`config.mk`:
```
export PLATFORM = sky130hd
export DESIGN_NAME = window_counter
export DESIGN_NICKNAME = d
export VERILOG_FILES = /design/src/rtl/window_counter.sv
export SDC_FILE = /design/constraint.sdc
export NUM_CORES = 1
export LEC_CHECK = 0
export CAP_MARGIN = 30
export CORE_AREA = 2 2 39 41
export CTS_CLUSTER_SIZE = 8
export DETAILED_ROUTE_END_ITERATION = 8
export DIE_AREA = 0 0 41 43
export DONT_BUFFER_PORTS = 1
export PLACE_DENSITY = 0.3
export SETUP_SLACK_MARGIN = 0.05
export SYNTH_ARGS = -nofsm -noshare
export SYNTH_HDL_FRONTEND = slang
export SYNTH_SLANG_ARGS = --single-unit
```
`constraint.sdc`:
```
create_clock -name clk -period 1.3 [get_ports clk]
set_input_delay 0.195 -clock clk [delete_from_list [all_inputs] [get_ports clk]]
set_output_delay 0.195 -clock clk [all_outputs]
set_load 0.02 [all_outputs]
```
`src/rtl/window_counter.sv`:
```
// window_counter: walks a WINDOW_SIZE x WINDOW_SIZE neighbourhood in row-major
// order (X fastest), one coordinate per clock. It feeds the median-filter
// window fetch and sort logic.
//
// Ports:
//   clk         - system clock, rising edge
//   reset       - asynchronous active-low reset
//   start       - level request to scan one window (sampled in IDLE/DONE only)
//   countX      - column index within the window, 0..WINDOW_SIZE-1
//   countY      - row index within the window, 0..WINDOW_SIZE-1
//   windowValid - qualifies countX/countY
//
// All outputs are registered. The next-state logic computes the next output
// values, and a single register stage holds them, so there is no
// combinational path from start to any output.
module window_counter #(
  parameter int WINDOW_SIZE = 3,
  parameter int CNT_W       = 2
) (
  input  logic             clk,
  input  logic             reset,
  input  logic             start,
  output logic [CNT_W-1:0] countX,
  output logic [CNT_W-1:0] countY,
  output logic             windowValid
);

  typedef enum logic [1:0] {
    IDLE = 2'd0,
    SCAN = 2'd1,
    DONE = 2'd2
  } state_t;

  localparam logic [CNT_W-1:0] LAST = CNT_W'(WINDOW_SIZE - 1);

  state_t           state, state_nxt;
  logic [CNT_W-1:0] x_nxt, y_nxt;
  logic             vld_nxt;
  logic             xDone, yDone;

  assign xDone = (countX == LAST);
  assign yDone = (countY == LAST);

  // Counts default to 0 and valid defaults to low. Only SCAN (or a start
  // accepted in IDLE/DONE) produces a valid coordinate. The unused encoding
  // falls through to IDLE with cleared counts.
  always_comb begin
    state_nxt = IDLE;
    x_nxt     = '0;
    y_nxt     = '0;
    vld_nxt   = 1'b0;
    case (state)
      IDLE, DONE: begin
        if (start) begin
          state_nxt = SCAN;
          vld_nxt   = 1'b1;
        end
      end
      SCAN: begin
        if (xDone && yDone) begin
          // Last coordinate. Spend one invalid cycle in DONE.
          state_nxt = DONE;
        end else begin
          state_nxt = SCAN;
          vld_nxt   = 1'b1;
          if (xDone) begin
            y_nxt = countY + 1'b1;
          end else begin
            x_nxt = countX + 1'b1;
            y_nxt = countY;
          end
        end
      end
      default: ;
    endcase
  end

  always_ff @(posedge clk or negedge reset) begin
    if (!reset) begin
      state       <= IDLE;
      countX      <= '0;
      countY      <= '0;
      windowValid <= 1'b0;
    end else begin
      state       <= state_nxt;
      countX      <= x_nxt;
      countY      <= y_nxt;
      windowValid <= vld_nxt;
    end
  end

endmodule

```
==> impl_results.md, run 1 <==
* Core area at 1380 um^2
* Syn_nets at 23
* M1 GR Usage at 0.0552
* Layout Skew at 0.000477 ns
* Nets@finish at 30
* Total Routing Usage GR at 0.0685
* Clock share of power at 0.214
* Seq/Total Area, Yosys at 0.609
* Clk buf depth at 2
* Worst EP arrival at 1.18 ns
* Setup WS pre-CTS at around 0.22 ns
* Pre-antenna DRT Iters at 2
* Area after DPL at 274 um^2
* Synth Area in Compound Gates at 0.0254
* Syn Area/Cell at 12.3 um^2
* WL per Instance at between 10 and 15 um
* Initial core utilization at 0.178
* Layout area overhead at 24.4%
* Largest family of logic cells by synthesized area: simple AND/OR/NAND/NOR gates
* Synth top area share at 0.609
* GR Overflow Total at 0
* IO Pins at 8
* Total power at slightly below 0.8 mW
* Design area at between 300 and 400 um^2
* Die area at roughly 1800 um^2
* Req. time, crit path at around 1.4 ns
* Worst setup margin at 0.233 ns
* H-tree level count at 1
* Area leader, netlist: dfrtp_1
* Critical path class: reg2reg
* Slew Viols, Final at 0
* Ant diodes at 0
* Combinational share of power at 0.274
* Endpoints failing setup at 0
* GR Util met2 at 0.0750
* Fmax achieved at 937 MHz
* Total of warnings raised by yosys at 0
* Post-DR vias/cell at between 3 and 4
* Min Clock Period, post-route at around 1.1 ns
* Synth Cell Area at 246 um^2
* Post-synthesis adder-cell area fraction at 0
* RSZ-0062 raised after global routing: no
* Die width at around 41 um
* Port bufs at 0
* Sw power at 0.325 mW
* Resized Gates After CTS at 0
* Hold WC Path Type: in2reg
* Lkg Pwr at approximately 0.15 nW
* Power share of the sequential group at 0.512
* Die Y at 43 um
* Area contributors post-synth: dfrtp_1 61%, mux2i_1 8.1%, nor2b_4 5.6%
* Initial antenna violation count at 0
* Post-Synth Simple-Gate Area at 0.269
* Mapped Cells at 20
* Final wirelength at ~460 um
* Peak VDD IR at 0.605 mV
* Pin count of the biggest net entering global routing at 7
* GPL Wtd Cong at roughly 0.61
* Worst setup EP type: flop
* Iter 0 DRT Violations at 5
* Switching share of total power at 0.410
* Vias at roughly 160
* Number of max-cap violations at 0
* Post-synthesis mux area share at 0.0812
* GR peak layer: met3
* Cell Int Power at 0.469 mW
* Vias in the first global route at 170
* Synth Area in XOR/XNOR at 0
* Slew HR at 0.788
* First-pass GRT wire length at 676 um
* Num CTS Buffers at 3
* Clk root buf: clkbuf_4
* Tcrit/Tclk final at 0.821
* Multi-input gate area at between 90 and 100 um^2
* DRC at 0
* Share of cells above drive strength 1 at 0.200
* Worst-Margin Slew at 0.318 ns
* Synth unique cells at 12
* Final hold vios at 0
* Status: completed
* M3 GR Usage at 0.110
* Setup TNS at 0 ns
* DP HPWL at ~350 um
* Register Area at 150 um^2
* # rows at 14
* Maximum net fanout on the critical path at 4
* CTS tree: done
* Crit start category: flop
* Worst skew pair latency at 0.24 ns
* Fillers at 161
* Yosys reg bits at 6
* Pwr dens at 2590 nW/um^2
* Sink Count at 6
* Reg clk slew, reported paths at 0.04 ns
* Antenna-violating nets left at 0
==> Yosys cell counts <==
master,instances
mux2i_1,2
nor2b_1,1
nor2_1,3
nor3b_1,1
dfrtp_1,6
inv_1,1
nand2b_1,1
o22ai_1,1
and2b_1,1
nor2b_4,1
nor3_1,1
and3b_1,1
==> final timing paths <==
check	startpoint	end	slack (ns)	cells after the start
max in group asynchronous	reset	countX[0]$_DFF_PN0_	0.83	1
max reg2reg	countX[0]$_DFF_PN0_	state[0]$_DFF_PN0_	0.23	3
min	start	state[0]$_DFF_PN0_	0.09	2
max	countX[0]$_DFF_PN0_	state[0]$_DFF_PN0_	0.23	3
min reg2reg	countX[1]$_DFF_PN0_	countX[1]$_DFF_PN0_	0.59	2
min in group asynchronous	reset	state[0]$_DFF_PN0_	0.26	1
==> final cells by class <==
type,count,area share
flip-flops and latches,6,0.490
multi-input cells,13,0.302
clock buffers,3,0.0735
well taps,16,0.0653
repair buffers,2,0.0571
inverters,1,0.0122
==> repair_timing <==
action	in CTS	in global routing
hold buffers	1	0
setup buffers	0	0
endpoints found under the hold margin	6	0
==> flip-flops by register name (all words and copies together) (netlist names) <==
| name | flops |
|---|---|
| state | 2 |
| countY | 2 |
| countX | 2 |
==> layer usage <==
layer  wire, um  share of wire  up-vias
li1           -              -       77
met3         70           0.15        0
met4          0              0        0
met5          0              0        -
met2        187           0.41        9
met1        201           0.44       75
==> placed cells by master, fill, tap and decap left out, types with 2 or more instances in the layout <==
cell	instances
nor2_1	3
mux2i_1	2
dfrtp_1	6
clkbuf_4	3
==> stage by stage <==
step | utilization | hold slack [ns] | instances
6_report | 0.222 | 0.0946 | 41
5_1_grt | 0.222 | 0.0766 | 41
4_1_cts | 0.222 | 0.0897 | 41
3_5_place_dp | 0.198 | -0.100 | 37
3_3_place_gp | 0.198 | -0.100 | 37
2_1_floorplan | - | -0.101 | 20
==> cell families after synthesis <==
family | count (synthesis)
AND/OR/NAND/NOR | 10
flip-flops | 6
multiplexers | 2
AO/OA/AOI/OAI | 1
buffers and inverters | 1
==> power by group through the flow <==
stage	sequential, mW	combinational, mW	clock [mW]
6_report	0.406	0.218	0.170
5_1_grt	0.421	0.239	0.198
4_1_cts	0.409	0.222	0.180
3_5_place_dp	0.412	0.216	0
3_3_place_gp	0.407	0.206	0
2_1_floorplan	0.411	0.146	0
==> critical path, stage by stage (launching register included) <==
cell and delay (ns):
dfrtp_1 0.49, nor2b_4 0.19, and3b_1 0.19, o22ai_1 0.07
(Power assumes the default switching activity.)
==> inputs of run 2 (changes only) <==
--- a/config.mk
+++ b/config.mk
@@ -5,6 +5,7 @@
 export SDC_FILE = /design/constraint.sdc
 export NUM_CORES = 1
 export LEC_CHECK = 0
+export ABC_AREA = 1
 export CAP_MARGIN = 30
 export CORE_AREA = 2 2 39 41
 export CTS_CLUSTER_SIZE = 8
==> constraint.sdc (replaced) <==
create_clock -name clk -period 1 [get_ports clk]
set_input_delay 0.15 -clock clk [delete_from_list [all_inputs] [get_ports clk]]
set_output_delay 0.15 -clock clk [all_outputs]
set_load 0.02 [all_outputs]
==> run 2 against run 1 <==
Against the previous run:
- cell count up 51%
- global-route usage up 0.42 points
- highest routed layer is now met4
- sequential share of layout area down 12 points
- total power up 82%
- flip-flop and latch count unchanged
- synthesized area up 6.6%
- register-to-register slack worse by 0.16 ns
- routed wire length up 19%
- utilization up 7.8 points
- critical path type is now reg2out
- design area up 35%
==> impl_results.md, run 2 <==
* GR peak layer: met2
* GR Overflow Total at 0
* DRC at 0
* Final core occ at 0.299
* Worst EP arrival at 0.81 ns
* Total Routing Usage GR at 0.0727
* Vias at 238
* Combinational share of power at 0.551
* Maximum net fanout on the critical path at 3
* Slew Viols, Final at 0
* # rows at 14
* DP HPWL at 374 um
* Synth top area share at 0.571
* Area leader, netlist: dfrtp_1
* Total power at 1.44 mW
* Main synth FF type: dfrtp_1
* M3 GR Usage at 0.0314
* Initial antenna violation count at 0
* Lkg Pwr at 0.227 nW
* Worst setup EP type: output port
* Post-DR vias/cell at about 3.8
* Clock share of power at 0.162
* Pwr dens at 3480 nW/um^2
* Sw power at a little under 0.6 mW
* Initial core utilization at 0.190
* Mapped Cells at 32
* Area contributors post-synth: dfrtp_1 57%, nand2_1 13%, inv_1 8.6%
* WL per Instance at 8.84 um
* Peak VDD IR at between 0.9 and 1 mV
* Worst skew pair latency at 0.25 ns
* IO Pins at 8
* Final hold vios at 0
* Post-placement cell count at 53
* Commonest cells after routing, fill and taps aside: 9 x nand2_1, 6 x inv_1, 6 x buf_4
* Layout area overhead at 57.6%
* Crit-path cells: buf_6
* Core area at between 1000 and 1500 um^2
* Crit-path leading delay family: flip-flops
* Num CTS Buffers at 3
* Synth Cell Area at 263 um^2
* Slew HR at 0.806
* Req. time, crit path at 0.85 ns
* Total of warnings raised by yosys at 0
* Layout Skew at approximately 0.0015 ns
* Critical path class: reg2out
* Sink Count at 6
* Switching share of total power at 0.402
* Pre-antenna DRT Iters at 4
* Setup TNS at 0 ns
* Fmax achieved at approximately 1000 MHz
* Share of cells above drive strength 1 at 0.391
* First-pass GRT wire length at 759 um
* Final wirelength at 548 um
* Setup slack, reg-to-reg at ~0.07 ns
* Port bufs at 0
* Pin count of the biggest net entering global routing at 7
* Clk buf depth at 2
* Status: completed
* H-tree level count at 1
* Reg clk slew, reported paths at 0.05 ns
* Die Y at 43 um
* GR Util met2 at 0.0875
* Vias in the first global route at 191
* Cell Int Power at 0.863 mW
* Buffers plus inverters on the worst setup path at 1
* Worst-Margin Slew at about 0.29 ns
* Tcrit/Tclk final at 0.957
* Antenna-violating nets left at 0
* RSZ-0062 raised after global routing: yes
* CP max stage delay at 0.41 ns
* Commonest non-fill, non-tap cell in the layout: nand2_1
* Post-synth EDFFs at 0
* Synth unique cells at 9
* Crit start category: flop
* Top-count cell post-synth: nand2_1
* Number of max-cap violations at 0
* Largest registers: countX: 2 flops, countY: 2 flops, state: 2 flops
* GPL Wtd Cong at 0.794
* Nets@finish at 51
* WHS at 0.0245 ns
* Syn Area/Cell at 8.21 um^2
* Die width at 41 um
* Min Clock Period, post-route at 0.957 ns
* CTS tree: done
* Ant diodes at 0
* Synth top cells by count: 9 x nand2_1, 6 x dfrtp_1, 6 x inv_1, 4 x nor2_1
* Die area at 1760 um^2
* Critical-path top delay cell: dfrtp_1
* Seq/Total Area, Yosys at 0.571
* Syn_nets at 35
* Async SR Flop Fraction at 1.00
* Iter 0 DRT Violations at 8
* M1 GR Usage at 0.0852
* Yosys reg bits at 6
* Hold WC Path Type: in2reg
* Power share of the sequential group at 0.287
* Endpoints failing setup at 0
* Fin cells at slightly above 60
* Clk root buf: clkbuf_4
[run 2: metrics by stage]
| stage | setup slack (ns) | cell area (um^2) |
|---|---|---|
| 4_1_cts | 0.0539 | 395 |
| 2_1_floorplan | 0.0873 | 263 |
| 3_5_place_dp | 0.133 | 320 |
| 6_report | 0.0426 | 414 |
| 5_1_grt | 0.0232 | 414 |
| 3_3_place_gp | 0.140 | 320 |
[run 2: area by class of cell]
cell class,instances,area (um^2)
fillers,156,970
flip-flops and latches,6,151
repair buffers,11,100
multi-input cells,19,93.8
inverters,7,26.3
clock buffers,3,22.5
well taps,16,20.0
[run 2: final timing paths]
path / from / to / cells after the start
min: start / state[0]$_DFF_PN0_ / 2
min in group asynchronous: reset / countX[0]$_DFF_PN0_ / 1
max in group asynchronous: reset / countX[1]$_DFF_PN0_ / 1
min reg2reg: state[1]$_DFF_PN0_ / state[0]$_DFF_PN0_ / 3
max reg2reg: countX[0]$_DFF_PN0_ / state[0]$_DFF_PN0_ / 5
max: countX[0]$_DFF_PN0_ / countX[0] / 1
[run 2: timing repair]
action                                 4_1_cts  5_1_grt
endpoints found under the hold margin        6        0
gates cloned                                 0        0
pin swaps                                    0        2
setup buffers                                5        0
setup endpoints to repair                    5        7
gates resized for setup                      2        5
hold buffers                                 1        0
[run 2: cells by family (layout without fill, tap and decap cells)]
group,Yosys count,in the layout,share of synthesized area
buffers and inverters,7,21,0.100
DFF,6,6,0.571
and+or+nand+nor,19,19,0.329
[run 2: power by group through the flow]
| stage | sequential [mW] | clock, mW | combinational [mW] |
|---|---|---|---|
| 6_report | 0.413 | 0.234 | 0.795 |
| 5_1_grt | 0.427 | 0.251 | 0.872 |
| 4_1_cts | 0.401 | 0.239 | 0.743 |
| 3_5_place_dp | 0.439 | 0 | 0.550 |
| 3_3_place_gp | 0.437 | 0 | 0.558 |
| 2_1_floorplan | 0.540 | 0 | 0.250 |
[run 2: per-layer routing]
| layer | vias up | share of wire |
|---|---|---|
| li1 | 125 | - |
| met1 | 101 | 0.46 |
| met2 | 10 | 0.44 |
| met3 | 2 | 0.071 |
| met4 | 0 | 0.027 |
| met5 | - | 0 |
==> inputs of run 3 (changes only) <==
--- a/config.mk
+++ b/config.mk
@@ -12,7 +12,7 @@
 export DETAILED_ROUTE_END_ITERATION = 8
 export DIE_AREA = 0 0 41 43
 export DONT_BUFFER_PORTS = 1
-export PLACE_DENSITY = 0.3
+export PLACE_DENSITY_LB_ADDON = 0.12
 export SETUP_SLACK_MARGIN = 0.05
 export SYNTH_ARGS = -nofsm -noshare
 export SYNTH_HDL_FRONTEND = slang
==> run 3 against run 2 <==
Against the previous run:
- die area is the same
- first-iteration DRC count shrank 100%
- critical path type unchanged
- sequential share of layout area shrank 0.11 points
- cell count shrank 1.6%
- utilization grew 0.090 points
- clock power shrank 7%
==> impl_results.md, run 3 (synthesis results as in run 2) <==
* Design area at 415 um^2
* Critical path class: reg2out
* Number of max-cap violations at 0
* Slew Viols, Final at 0
* Power share of the sequential group at 0.294
* DP HPWL at approximately 380 um
* Sink Count at 6
* Fillers at 147
* Reg clk slew, reported paths at 0.04 ns
* Worst EP arrival at 0.78 ns
* Lkg Pwr at 0.224 nW
* Crit-path leading delay family: flip-flops
* Area after DPL at roughly 320 um^2
* Final core occ at 0.300
* Vias in the first global route at 209
* Post-DR vias/cell at 3.72
* Peak VDD IR at 0.961 mV
* Status: completed
* Num CTS Buffers at 3
* Pre-antenna DRT Iters at 1
* Antenna-violating nets left at 0
* Ant diodes at 0
* Commonest non-fill, non-tap cell in the layout: nand2_1
* Clk root buf: clkbuf_4
* CTS tree: done
* Stages on worst setup path at 1
* Die width at 41 um
* CP max stage delay at 0.40 ns
* WL per Instance at between 8 and 9 um
* Setup TNS at 0 ns
* Fmax achieved at 1080 MHz
* Worst Hold Depth at 2
* Buffers plus inverters on the worst setup path at 1
* DRC at 0
* Die Y at 43 um
* Maximum net fanout on the critical path at 3
* Crit-path cells: buf_6
* Core area at 1380 um^2
* Initial antenna violation count at 0
* Iter 0 DRT Violations at 0
* Pin count of the biggest net entering global routing at 7
* Worst skew pair latency at 0.24 ns
* Layout Skew at roughly 0.0012 ns
* H-tree level count at 1
* Clock share of power at 0.152
* Vias at 227
* Combinational share of power at 0.554
* Setup WS pre-CTS at 0.144 ns
* Nets@finish at 50
* First-pass GRT wire length at 841 um
* Reg2reg path depth at 5
* Clk buf depth at 2
* Slew HR at 0.812
* Share of cells above drive strength 1 at 0.422
* Sw power at 0.572 mW
* Layout area overhead at 58.1%
* Worst-Margin Slew at 0.281 ns
* Commonest cells after routing, fill and taps aside: 8 x nand2_1, 6 x inv_1, 5 x dfrtp_1, 5 x buf_6, 4 x buf_4
* Min Clock Period, post-route at 0.928 ns
* RSZ-0062 raised after global routing: yes
* Switching share of total power at 0.401
* Initial core utilization at 0.190
* Critical-path top delay cell: dfrtp_1
* Pwr dens at about 3400 nW/um^2
* GPL Wtd Cong at 0.727
* Hold WC Path Type: in2reg
* Port bufs at 0
* # rows at 14
* IO Pins at 8
* Cell Int Power at 0.856 mW
* Crit start category: flop
* Endpoints failing setup at 0
* Final wirelength at ~520 um
* Tcrit/Tclk final at 0.928
* GR Overflow Total at 0
* Worst setup EP type: output port
* Die area at 1760 um^2
* Req. time, crit path at between 0.8 and 0.9 ns
* Final hold vios at 0
* Largest registers: countX: 2 flops, countY: 2 flops, state: 2 flops
* Worst setup margin at 0.0721 ns
* Total Routing Usage GR at 0.0776
-- run 3: changes by cell type in the layout (fill, tap and decap cells not counted), sizes merged --
| cell | previous run | this run |
|---|---|---|
| buf | 10 | 9 |
-- run 3: cell type report --
class	instances	area, um^2	share of cell area
Tap cell	16	20.0	0.0482
Multi-Input combinational cell	19	98.8	0.238
Inverter	7	26.3	0.0633
Clock buffer	3	22.5	0.0542
Sequential cell	6	151	0.364
Timing Repair Buffer	10	96.3	0.232
-- run 3: repair_timing --
| action | 4_1_cts | 5_1_grt |
|---|---|---|
| resized for setup | 2 | 8 |
| buffers inserted | 4 | 0 |
| pin swaps | 0 | 1 |
| endpoints found under the hold margin | 6 | 0 |
| setup endpoints to repair | 4 | 7 |
| hold buffers | 1 | 0 |
-- run 3: power groups by stage --
stage / sequential [mW] / clock, mW / combinational [mW]
floorplan: 0.540 / 0 / 0.250
global placement: 0.437 / 0 / 0.554
detailed placement: 0.441 / 0 / 0.549
CTS: 0.405 / 0.229 / 0.716
global route: 0.432 / 0.253 / 0.870
finish: 0.420 / 0.217 / 0.790
-- run 3: metrics by stage --
| stage | std cells | hold WS (ns) | total power, mW |
|---|---|---|---|
| 2_1_floorplan | 32 | -0.146 | 0.789 |
| 3_3_place_gp | 53 | -0.145 | 0.992 |
| 3_5_place_dp | 53 | -0.145 | 0.989 |
| 4_1_cts | 61 | 0.0218 | 1.35 |
| 5_1_grt | 61 | 0.0203 | 1.55 |
| 6_report | 61 | 0.0285 | 1.43 |
-- run 3: path summary, 6_finish.rpt --
kind	startpoint	endpoint	slack, ns
setup reg to reg	countX[0]$_DFF_PN0_	state[0]$_DFF_PN0_	0.10
setup / recovery	countX[0]$_DFF_PN0_	countX[0]	0.07
hold reg to reg	state[1]$_DFF_PN0_	state[0]$_DFF_PN0_	0.54
hold / removal	start	state[0]$_DFF_PN0_	0.03
min in group asynchronous	reset	countY[1]$_DFFE_PN0P_	0.22
max in group asynchronous	reset	countX[1]$_DFF_PN0_	0.54
-- run 3: per-layer routing --
| metal | up-vias | wire (um) | GRT usage |
|---|---|---|---|
| li1 | 121 | - | - |
| met1 | 98 | 230 | 0.0977 |
| met2 | 6 | 247 | 0.0906 |
| met3 | 2 | 37 | 0.0314 |
| met4 | 0 | 4 | 0.0800 |
| met5 | - | 0 | 0 |
